**src/rtl/div_iterative.sv**
```systemverilog
// div_iterative
// Sequential signed 32-bit divider for the multdiv unit. The divider works on
// operand magnitudes with a restoring algorithm and retires one quotient bit
// per clock. It fixes up the sign, the divide-by-zero result and the overflow
// result when the iterations finish.
//
// Ports
//   clock           rising-edge clock for all state
//   reset           synchronous, active-high; clears all state and outputs
//   data_operandA   dividend, two's complement; sampled when ctrl_DIV=1
//   data_operandB   divisor, two's complement; sampled when ctrl_DIV=1
//   ctrl_DIV        start pulse; a high level in any state (re)starts a division
//   data_result     signed quotient, truncated toward zero
//   data_exception  divide-by-zero or overflow flag
//   data_resultRDY  one-cycle pulse marking data_result/data_exception valid
//
// State | meaning
// IDLE  | waiting for ctrl_DIV
// RUN   | 32 shift/subtract iterations, counter 0..31
// DONE  | sign fix-up, write result, pulse data_resultRDY
module div_iterative #(
  // Only 32 is supported: the remainder datapath is WIDTH+1 = 33 bits wide.
  parameter int WIDTH = 32
) (
  input  logic             clock,
  input  logic             reset,
  input  logic [WIDTH-1:0] data_operandA,
  input  logic [WIDTH-1:0] data_operandB,
  input  logic             ctrl_DIV,
  output logic [WIDTH-1:0] data_result,
  output logic             data_exception,
  output logic             data_resultRDY
);

  localparam logic [WIDTH-1:0] MIN_NEG = {1'b1, {(WIDTH-1){1'b0}}};

  typedef enum logic [1:0] {
    IDLE,
    RUN,
    DONE
  } state_t;

  state_t           state;
  logic [4:0]       counter;
  // The partial remainder always stays below D <= 2^31, so its top bit of the
  // 33-bit remainder is structurally zero and is not stored.
  logic [WIDTH-1:0] rem_a;
  logic [WIDTH-1:0] quo;
  logic [WIDTH:0]   div_d;
  logic             sign_q;
  logic             div_zero;
  logic             ovf;

  // Magnitudes held in WIDTH+1 bits so |0x80000000| stays representable.
  logic [WIDTH:0] ext_a;
  logic [WIDTH:0] ext_b;
  logic [WIDTH:0] mag_a;
  logic [WIDTH:0] mag_b;

  assign ext_a = {data_operandA[WIDTH-1], data_operandA};
  assign ext_b = {data_operandB[WIDTH-1], data_operandB};
  assign mag_a = data_operandA[WIDTH-1] ? -ext_a : ext_a;
  assign mag_b = data_operandB[WIDTH-1] ? -ext_b : ext_b;

  // One restoring step: shift {A,Q} left by one, then trial-subtract D.
  logic [WIDTH:0] a_sh;
  logic [WIDTH:0] trial;

  assign a_sh  = {rem_a, quo[WIDTH-1]};
  assign trial = a_sh - div_d;

  always_ff @(posedge clock) begin
    if (reset) begin
      state          <= IDLE;
      counter        <= '0;
      rem_a          <= '0;
      quo            <= '0;
      div_d          <= '0;
      sign_q         <= 1'b0;
      div_zero       <= 1'b0;
      ovf            <= 1'b0;
      data_result    <= '0;
      data_exception <= 1'b0;
      data_resultRDY <= 1'b0;
    end else begin
      data_resultRDY <= 1'b0;
      if (ctrl_DIV) begin
        // A start in RUN or DONE silently drops the in-flight division.
        sign_q   <= data_operandA[WIDTH-1] ^ data_operandB[WIDTH-1];
        quo      <= mag_a[WIDTH-1:0];
        div_d    <= mag_b;
        rem_a    <= '0;
        div_zero <= (data_operandB == '0);
        ovf      <= (data_operandA == MIN_NEG) && (data_operandB == '1);
        counter  <= '0;
        state    <= RUN;
      end else begin
        case (state)
          IDLE: ;
          RUN: begin
            if (!trial[WIDTH]) begin
              rem_a <= trial[WIDTH-1:0];
              quo   <= {quo[WIDTH-2:0], 1'b1};
            end else begin
              rem_a <= a_sh[WIDTH-1:0];
              quo   <= {quo[WIDTH-2:0], 1'b0};
            end
            counter <= counter + 5'd1;
            if (counter == 5'd31) state <= DONE;
          end
          DONE: begin
            if (div_zero) begin
              data_result <= '0;
            end else if (ovf) begin
              data_result <= MIN_NEG;
            end else begin
              data_result <= sign_q ? -quo : quo;
            end
            data_exception <= div_zero | ovf;
            data_resultRDY <= 1'b1;
            state          <= IDLE;
          end
          default: state <= IDLE;
        endcase
      end
    end
  end

endmodule

```
**config.mk**
```make
export PLATFORM = sky130hd
export DESIGN_NAME = div_iterative
export DESIGN_NICKNAME = d
export VERILOG_FILES = /design/src/rtl/div_iterative.sv
export SDC_FILE = /design/constraint.sdc
export NUM_CORES = 1
export LEC_CHECK = 0
export CORE_ASPECT_RATIO = 2
export CORE_UTILIZATION = 34
export CTS_CLUSTER_DIAMETER = 120
export CTS_CLUSTER_SIZE = 16
export DETAILED_ROUTE_END_ITERATION = 8
export GPL_ROUTABILITY_DRIVEN = 0
export SYNTH_ARGS = -nofsm -noshare
export SYNTH_HDL_FRONTEND = slang
export SYNTH_SLANG_ARGS = --single-unit
```
**constraint.sdc**
```tcl
create_clock -name clock -period 6.4 [get_ports clock]
set_input_delay 1.28 -clock clock [delete_from_list [all_inputs] [get_ports clock]]
set_output_delay 1.28 -clock clock [all_outputs]
set_load 0.05 [all_outputs]
```
==> flow_metrics.py <==
metrics = {
    "power_and_ir_drop": {
        "clockPowerShare_pct": 37.2,
        "p_leak_uw": 0.00429,
        "p_seq_share_pct": 36.6,
        "swShare_pct": 31.9,
        "comb_power_share_pct": 26.1,
        "switchingPower_uw": 833,
        "vdd_drop_max_uv": 182,
        "p_per_area_mw_per_mm2": 233,
        "p_int_uw": 1780,
    },
    "synth": {
        "yosysSeqAreaShare_pct": 30.3,
        "synthFlopType": "dfxtp_1",
        "ys_ff_latch": 141,
        "synth_cell_types": 69,
        "postSynth.asyncResetShare_pct": 0,
        "yosys_warnings": 0,
        "synth.avg_cell_area_um2": 7.84,
        "yosys-top-cells-area": "dfxtp_1, xor2_1, ha_1, a21oi_1, nand2_1",
        "synth_area_mm2": 0.00931,
        "netlist.area_leader.share_pct": 30.3,
        "synth_fp_nets": 1294,
        "synth_edf_count": 0,
        "syn_inst": 1188,
        "synth.largest_area_cell": "dfxtp_1",
    },
    "sta": {
        "tns_ns": 0,
        "timing.final.crit_period_ns": 4.10,
        "maxSlewViolCount": 0,
        "fmax_ghz": 0.244,
        "finalHoldViolCount": 0,
        "skew_ns": 0.00537,
        "post-route-period-util_pct": 64.1,
        "setup_viol": 0,
        "max_slew_margin_pct": 20.2,
        "rsz0062_at_grt": "false",
        "max_slew.worst_pin.slew_ns": 1.19,
    },
    "detailed_routing": {
        "wl_um": 30300,
        "drc": 0,
        "wl_per_cell_um": 18.7,
        "first_iter_violations": 276,
        "antenna_left": 0,
        "first_pass_iters": 4,
        "vias_per_cell": 5.51,
        "via_count": 8906,
    },
    "cts": {
        "cts-root-buf": "clkbuf_16",
        "cts_setup_buffers": 0,
        "cts_resized": 0,
        "numCtsBuffers": 17,
        "hold_buffers": 0,
        "clock_latency_ns": 0.45,
        "numClockSinks": 141,
        "htreeDepth": 4,
        "clockBufferDepth": 2,
        "tritoncts": "yes",
        "cts.clk_slew.worst_paths_ns": 0.06,
    },
    "placement": {
        "port_buffers": 100,
        "dpl.cell_count": 1583,
        "dp_hpwl_um": 22900,
    },
    "setup_path": {
        "cp-start-kind": "input pin",
        "rr_worst_depth": 10,
        "worstPathCellList": "clkdlybuf4s50_1, or4_4, nor4_4, or3b_1, or4_4, or3_4, o31ai_4, xor2_1, o22ai_1",
        "worstSetupPathType": "input pin to flip-flop",
        "worstPathArrival_ns": 4.41,
        "crit_slowest_cell": "or4_4",
        "crit_top_cell": "or4_4",
        "cp.required_ns": 6.70,
        "critical_path.max_stage_delay_ns": 0.59,
        "endpoint_kind": "flip-flop",
        "critPathMaxFanout": 5,
    },
    "global_routing": {
        "first_global_vias": 8983,
        "grt_antenna_before_repair": 0,
        "grt_usage_pct": 22.0,
        "grt.overflow.total": 0,
        "grt_pass1_wl_um": 47600,
        "grt_max_degree": 66,
    },
    "floorplanning": {
        "num_io_pins": 101,
        "start_util_pct": 34.6,
        "die_h_um": 236,
        "dieArea_mm2": 0.0281,
        "placement_rows": 85,
        "fp.dieW_um": 119,
        "core-area_mm2": 0.0269,
    },
    "layout": {
        "fillers": 2747,
        "post-route-util_pct": 41.6,
        "regArea_mm2": 0.00282,
        "final_cell_count_no_fill": 1615,
        "multi_input_area_mm2": 0.00605,
        "nNetsFinal": 1360,
        "antenna_cells": 0,
        "layout-drive-gt1-share_pct": 5.52,
        "syn2layout_area_growth_pct": 20.1,
    },
    "worst_hold_path": {
        "hold_class": "flip-flop to flip-flop",
        "holdPathStages": 2,
    },
    "job": {
        "max-cap-violations": 0,
    },
    "outcome": {
        "status": "complete, no violations",
    },
}
[worst max-delay path, delay by kind of cell]
family | cells | cell delay (ns)
and+or+nand+nor | 5 | 2.22
AOI/OAI and AO/OA | 2 | 0.27
buffers and inverters | 1 | 0.46
xor gates and xnor gates | 1 | 0.17
[metrics by stage]
step	total power [µW]	area [µm²]	hold slack, ns	worst slack [ns]
global placement	1650	10600	0.441	1.86
CTS	2620	11200	0.462	2.31
finish	2610	11200	0.457	2.30
detailed placement	1650	10600	0.448	1.83
global route	2730	11200	0.483	2.14
floorplan	1440	9310	0.441	2.55
[logic make-up (layout without fill, tap and decap cells)]
group	Yosys count	count (layout)	share of synthesized area, %
simple gates	374	374	19.5
flops	141	141	30.3
compound gates	364	364	25.6
buf+inv	123	202	4.99
mux	34	34	3.67
fa+ha+maj	39	39	5.32
xor+xnor	113	113	10.6
[synthesized netlist by cell type (all sizes together), types with 4 or more instances]
master     n
mux2i     33
nand4     16
o211ai     6
nand2b    18
o41ai     14
a2bb2oi   11
nor4       8
nor2b      7
and2       9
or4       11
nor2     104
o21bai     4
o21a       7
or2        8
or3       14
a22oi     22
a21o      13
a21boi     4
o22ai     22
dfxtp    141
o21ai     84
nor3      24
xor2      66
nand2    112
clkbuf    61
ha        38
inv       56
nand3b     5
a31oi      6
and3       9
o31ai     22
nand3     18
buf        6
a21oi     85
a211oi    35
xnor2     47
[path summary, 6_finish.rpt]
path	end	slack, ns	start
setup / recovery	quo[26]$_SDFFE_PP0P_	2.30	data_operandA[8]
hold / removal	data_result[28]$_SDFFE_PP0P_	0.46	data_result[28]$_SDFFE_PP0P_
setup reg to reg	data_result[30]$_SDFFE_PP0P_	2.98	quo[0]$_SDFFE_PP0P_
hold reg to reg	data_result[28]$_SDFFE_PP0P_	0.46	data_result[28]$_SDFFE_PP0P_
[routing by layer]
metal / vias to the layer above / GRT usage [%] / share of wire (%)
met5: - / 0 / 0
met2: 184 / 43.0 / 56
met3: 78 / 3.24 / 3.0
li1: 4418 / - / -
met1: 4226 / 20.4 / 35
met4: 0 / 14.8 / 6.0
[power by group through the flow]
stage	logic [µW]	clock network, µW	registers, µW
final	682	972	956
after global placement	673	0	974
after CTS	682	986	956
after detailed placement	677	0	974
after global routing	751	1020	961
after floorplan	481	0	963
[layout by cell type, fill, tap and decap left out, drive strengths merged, types with 16 or more instances in the layout]
master	Yosys	routed
mux2i	33	33
buf	6	16
nand2b	18	18
clkdlybuf4s50	0	98
xor2	66	66
nor2	104	104
xnor2	47	47
o22ai	22	22
nand3	18	18
o21ai	84	84
a22oi	22	22
clkbuf	61	21
a211oi	35	35
dfxtp	141	141
o31ai	22	22
nand4	16	16
nand2	112	112
inv	56	56
ha	38	38
nor3	24	24
a21oi	85	85
[area by class of cell]
type	instances	area share (%)
clock buffer	21	4.30
clock inverter	11	0.817
inverter	56	1.88
multi-input combinational	924	54.1
sequential	141	25.2
tap	348	3.89
timing repair buffer	114	9.80
[sequential cells by signal, indices dropped and copies added, names as in the netlist]
name / count
quo: 32
data_result: 32
data_resultRDY: 1
ovf: 1
sign_q: 1
div_d: 33
state: 2
rem_a: 32
div_zero: 1
counter: 5
data_exception: 1
No activity file was read; power rests on OpenSTA's default activity.
==> RTL change: new RTL, config.mk and constraints unchanged <==
Reset style: asynchronous (`reset`), changed in one clocked block.
--- a/src/rtl/div_iterative.sv
+++ b/src/rtl/div_iterative.sv
@@ -69,7 +69,7 @@
   assign a_sh  = {rem_a, quo[WIDTH-1]};
   assign trial = a_sh - div_d;
 
-  always_ff @(posedge clock) begin
+  always_ff @(posedge clock or posedge reset) begin
     if (reset) begin
       state          <= IDLE;
       counter        <= '0;
Behaviour: no difference found for any inputs over 10 cycles, from zero or initial values and one cycle with reset high; that may be too few to reach the edited logic, so the function may still have changed.
==> RTL change against the unedited design <==
Worst hold slack better by 0.017 ns; routed wire length decreased by 17%; worst setup slack worse by 0.024 ns; register-to-register slack got worse by 0.71 ns; area after synthesis increased by 4.6%; design area rose by 4.2%; total power up 36%; fmax down 0.59%; sequential cell count stayed put; count of clock-buffer cells in the layout is 2 lower.
==> RTL change: results <==
metrics = {
    "final_layout": {
        "largest_register_ffs": 33,
        "drive_gt1_share_pct": 5.03,
        "top_register": "div_d",
        "final_net_count": 1305,
        "num-fill-cells": 2809,
    },
    "drt": {
        "vias_per_cell": 5.26,
        "dr.pass1.iters": 4,
        "drtIter0Drc": 397,
        "routedWlPerCell_um": 16.0,
    },
    "logic_synthesis": {
        "async_flop_share_pct": 100,
        "synth_fa_ha_area_share_pct": 5.09,
        "synth-xor-area-share_pct": 10.5,
        "synth_common_cells": "dfrtp_1, nand2_1, o21ai_0, nor2_1, a21oi_1",
        "yosysSeqAreaShare_pct": 36.2,
        "synth.net_count": 1242,
        "synth_mux_area_share_pct": 5.08,
        "synth_compound_area_share_pct": 21.3,
        "synth_top_family_by_area": "compound AO/OA/AOI/OAI gates",
        "synthTopCellsByArea": "dfrtp_1, xor2_1, ha_1",
        "ys_types": 57,
    },
    "worst_setup_path": {
        "worst-endpoint-arrival_ns": 4.46,
        "crit_path_max_fanout": 33,
    },
    "power": {
        "leakage_nw": 4.91,
        "power.internal_mw": 2.28,
        "max-vdd-ir-drop_mv": 0.194,
    },
    "global_route": {
        "track_usage_pct": 17.8,
        "antenna_found_initial": 1,
        "grt_max_degree": 100,
        "grt_pass1_wl_um": 40900,
        "grt_pass1_vias": 8167,
    },
    "clocking": {
        "cts_buffer_depth": 2,
        "cts_buffers": 17,
    },
    "outcome": {
        "status": "finished, final reports clean",
    },
    "hold_path": {
        "hold_class": "reg -> reg",
    },
    "timing": {
        "maxSlewHeadroom_pct": 19.7,
        "skew_ns": 0.00857,
    },
    "placed_design": {
        "place_hpwl_um": 19000,
    },
}
[RTL change: cell types whose count changed in the layout (fill, tap and decap cells not counted), sizes merged, moves of 6 or more]
cell and delta:
mux2i +13, nor4 +6, dfrtp +141, a22oi -22, a211oi +6, nor3 -17, nor2 -16, o21ai +14
o22ai -18, dfxtp -141, a2bb2oi -11, buf -6
[RTL change: path summary, 6_finish.rpt]
path                            startpoint               to  slack [ns]  depth (start not counted)
max reg2reg                        quo[31]        rem_a[29]        2.27                         13
max                                quo[31]        rem_a[29]        2.27                         13
max in group asynchronous            reset        div_d[24]        3.93                          3
min reg2reg                data_result[16]  data_result[16]        0.47                          2
min                        data_result[16]  data_result[16]        0.47                          2
min in group asynchronous            reset  data_result[27]        1.39                          2
[RTL change: layout make-up]
type | count | share of cell area (%)
Multi-Input combinational cell | 874 | 49.5
Sequential cell | 141 | 30.3
Timing Repair Buffer | 109 | 9.15
Tap cell | 356 | 3.82
Clock buffer | 19 | 3.80
Inverter | 56 | 1.85
Clock inverter | 13 | 1.61
Antenna cell | 1 | 0.0215
[RTL change: power groups by stage]
stage / registers (mW) / logic (mW) / clock network, mW
3_5_place_dp: 1.17 / 1.34 / 0
5_1_grt: 1.17 / 1.49 / 1.13
3_3_place_gp: 1.16 / 1.33 / 0
2_1_floorplan: 1.12 / 1.06 / 0
4_1_cts: 1.15 / 1.35 / 1.10
6_report: 1.15 / 1.34 / 1.07
[RTL change: critical path, cell delays in order, from the launching register on]
cell,delay (ns)
dfrtp_1,0.39
inv_1,0.12
ha_1,0.18
inv_1,0.05
fa_1,0.42
a211oi_1,0.33
o211ai_1,0.20
a21oi_1,0.31
o21ai_1,0.24
a211oi_1,0.40
xnor2_2,0.24
buf_4,0.51
o311ai_0,0.31
a311oi_1,0.31
[RTL change: through the flow]
stage          cells  cell area [sq um]  setup WS (ns)  utilization, %  total power, mW
2_1_floorplan   1136               9740           1.34               -             2.17
3_3_place_gp    1536              11000           2.06            39.1             2.49
3_5_place_dp    1536              11000           2.04            39.1             2.51
4_1_cts         1568              11700           2.23            41.3             3.59
5_1_grt         1569              11700           2.04            41.3             3.79
6_report        1569              11700           2.27            41.3             3.56
[RTL change: per-layer routing]
metal  wire (um)  global-route usage [%]  up-vias
met5           0                       0        -
met4         638                    7.22        0
met3         532                    2.31       36
met2       14200                    35.4      132
met1        9660                    18.1     3909
li1            -                       -     4172
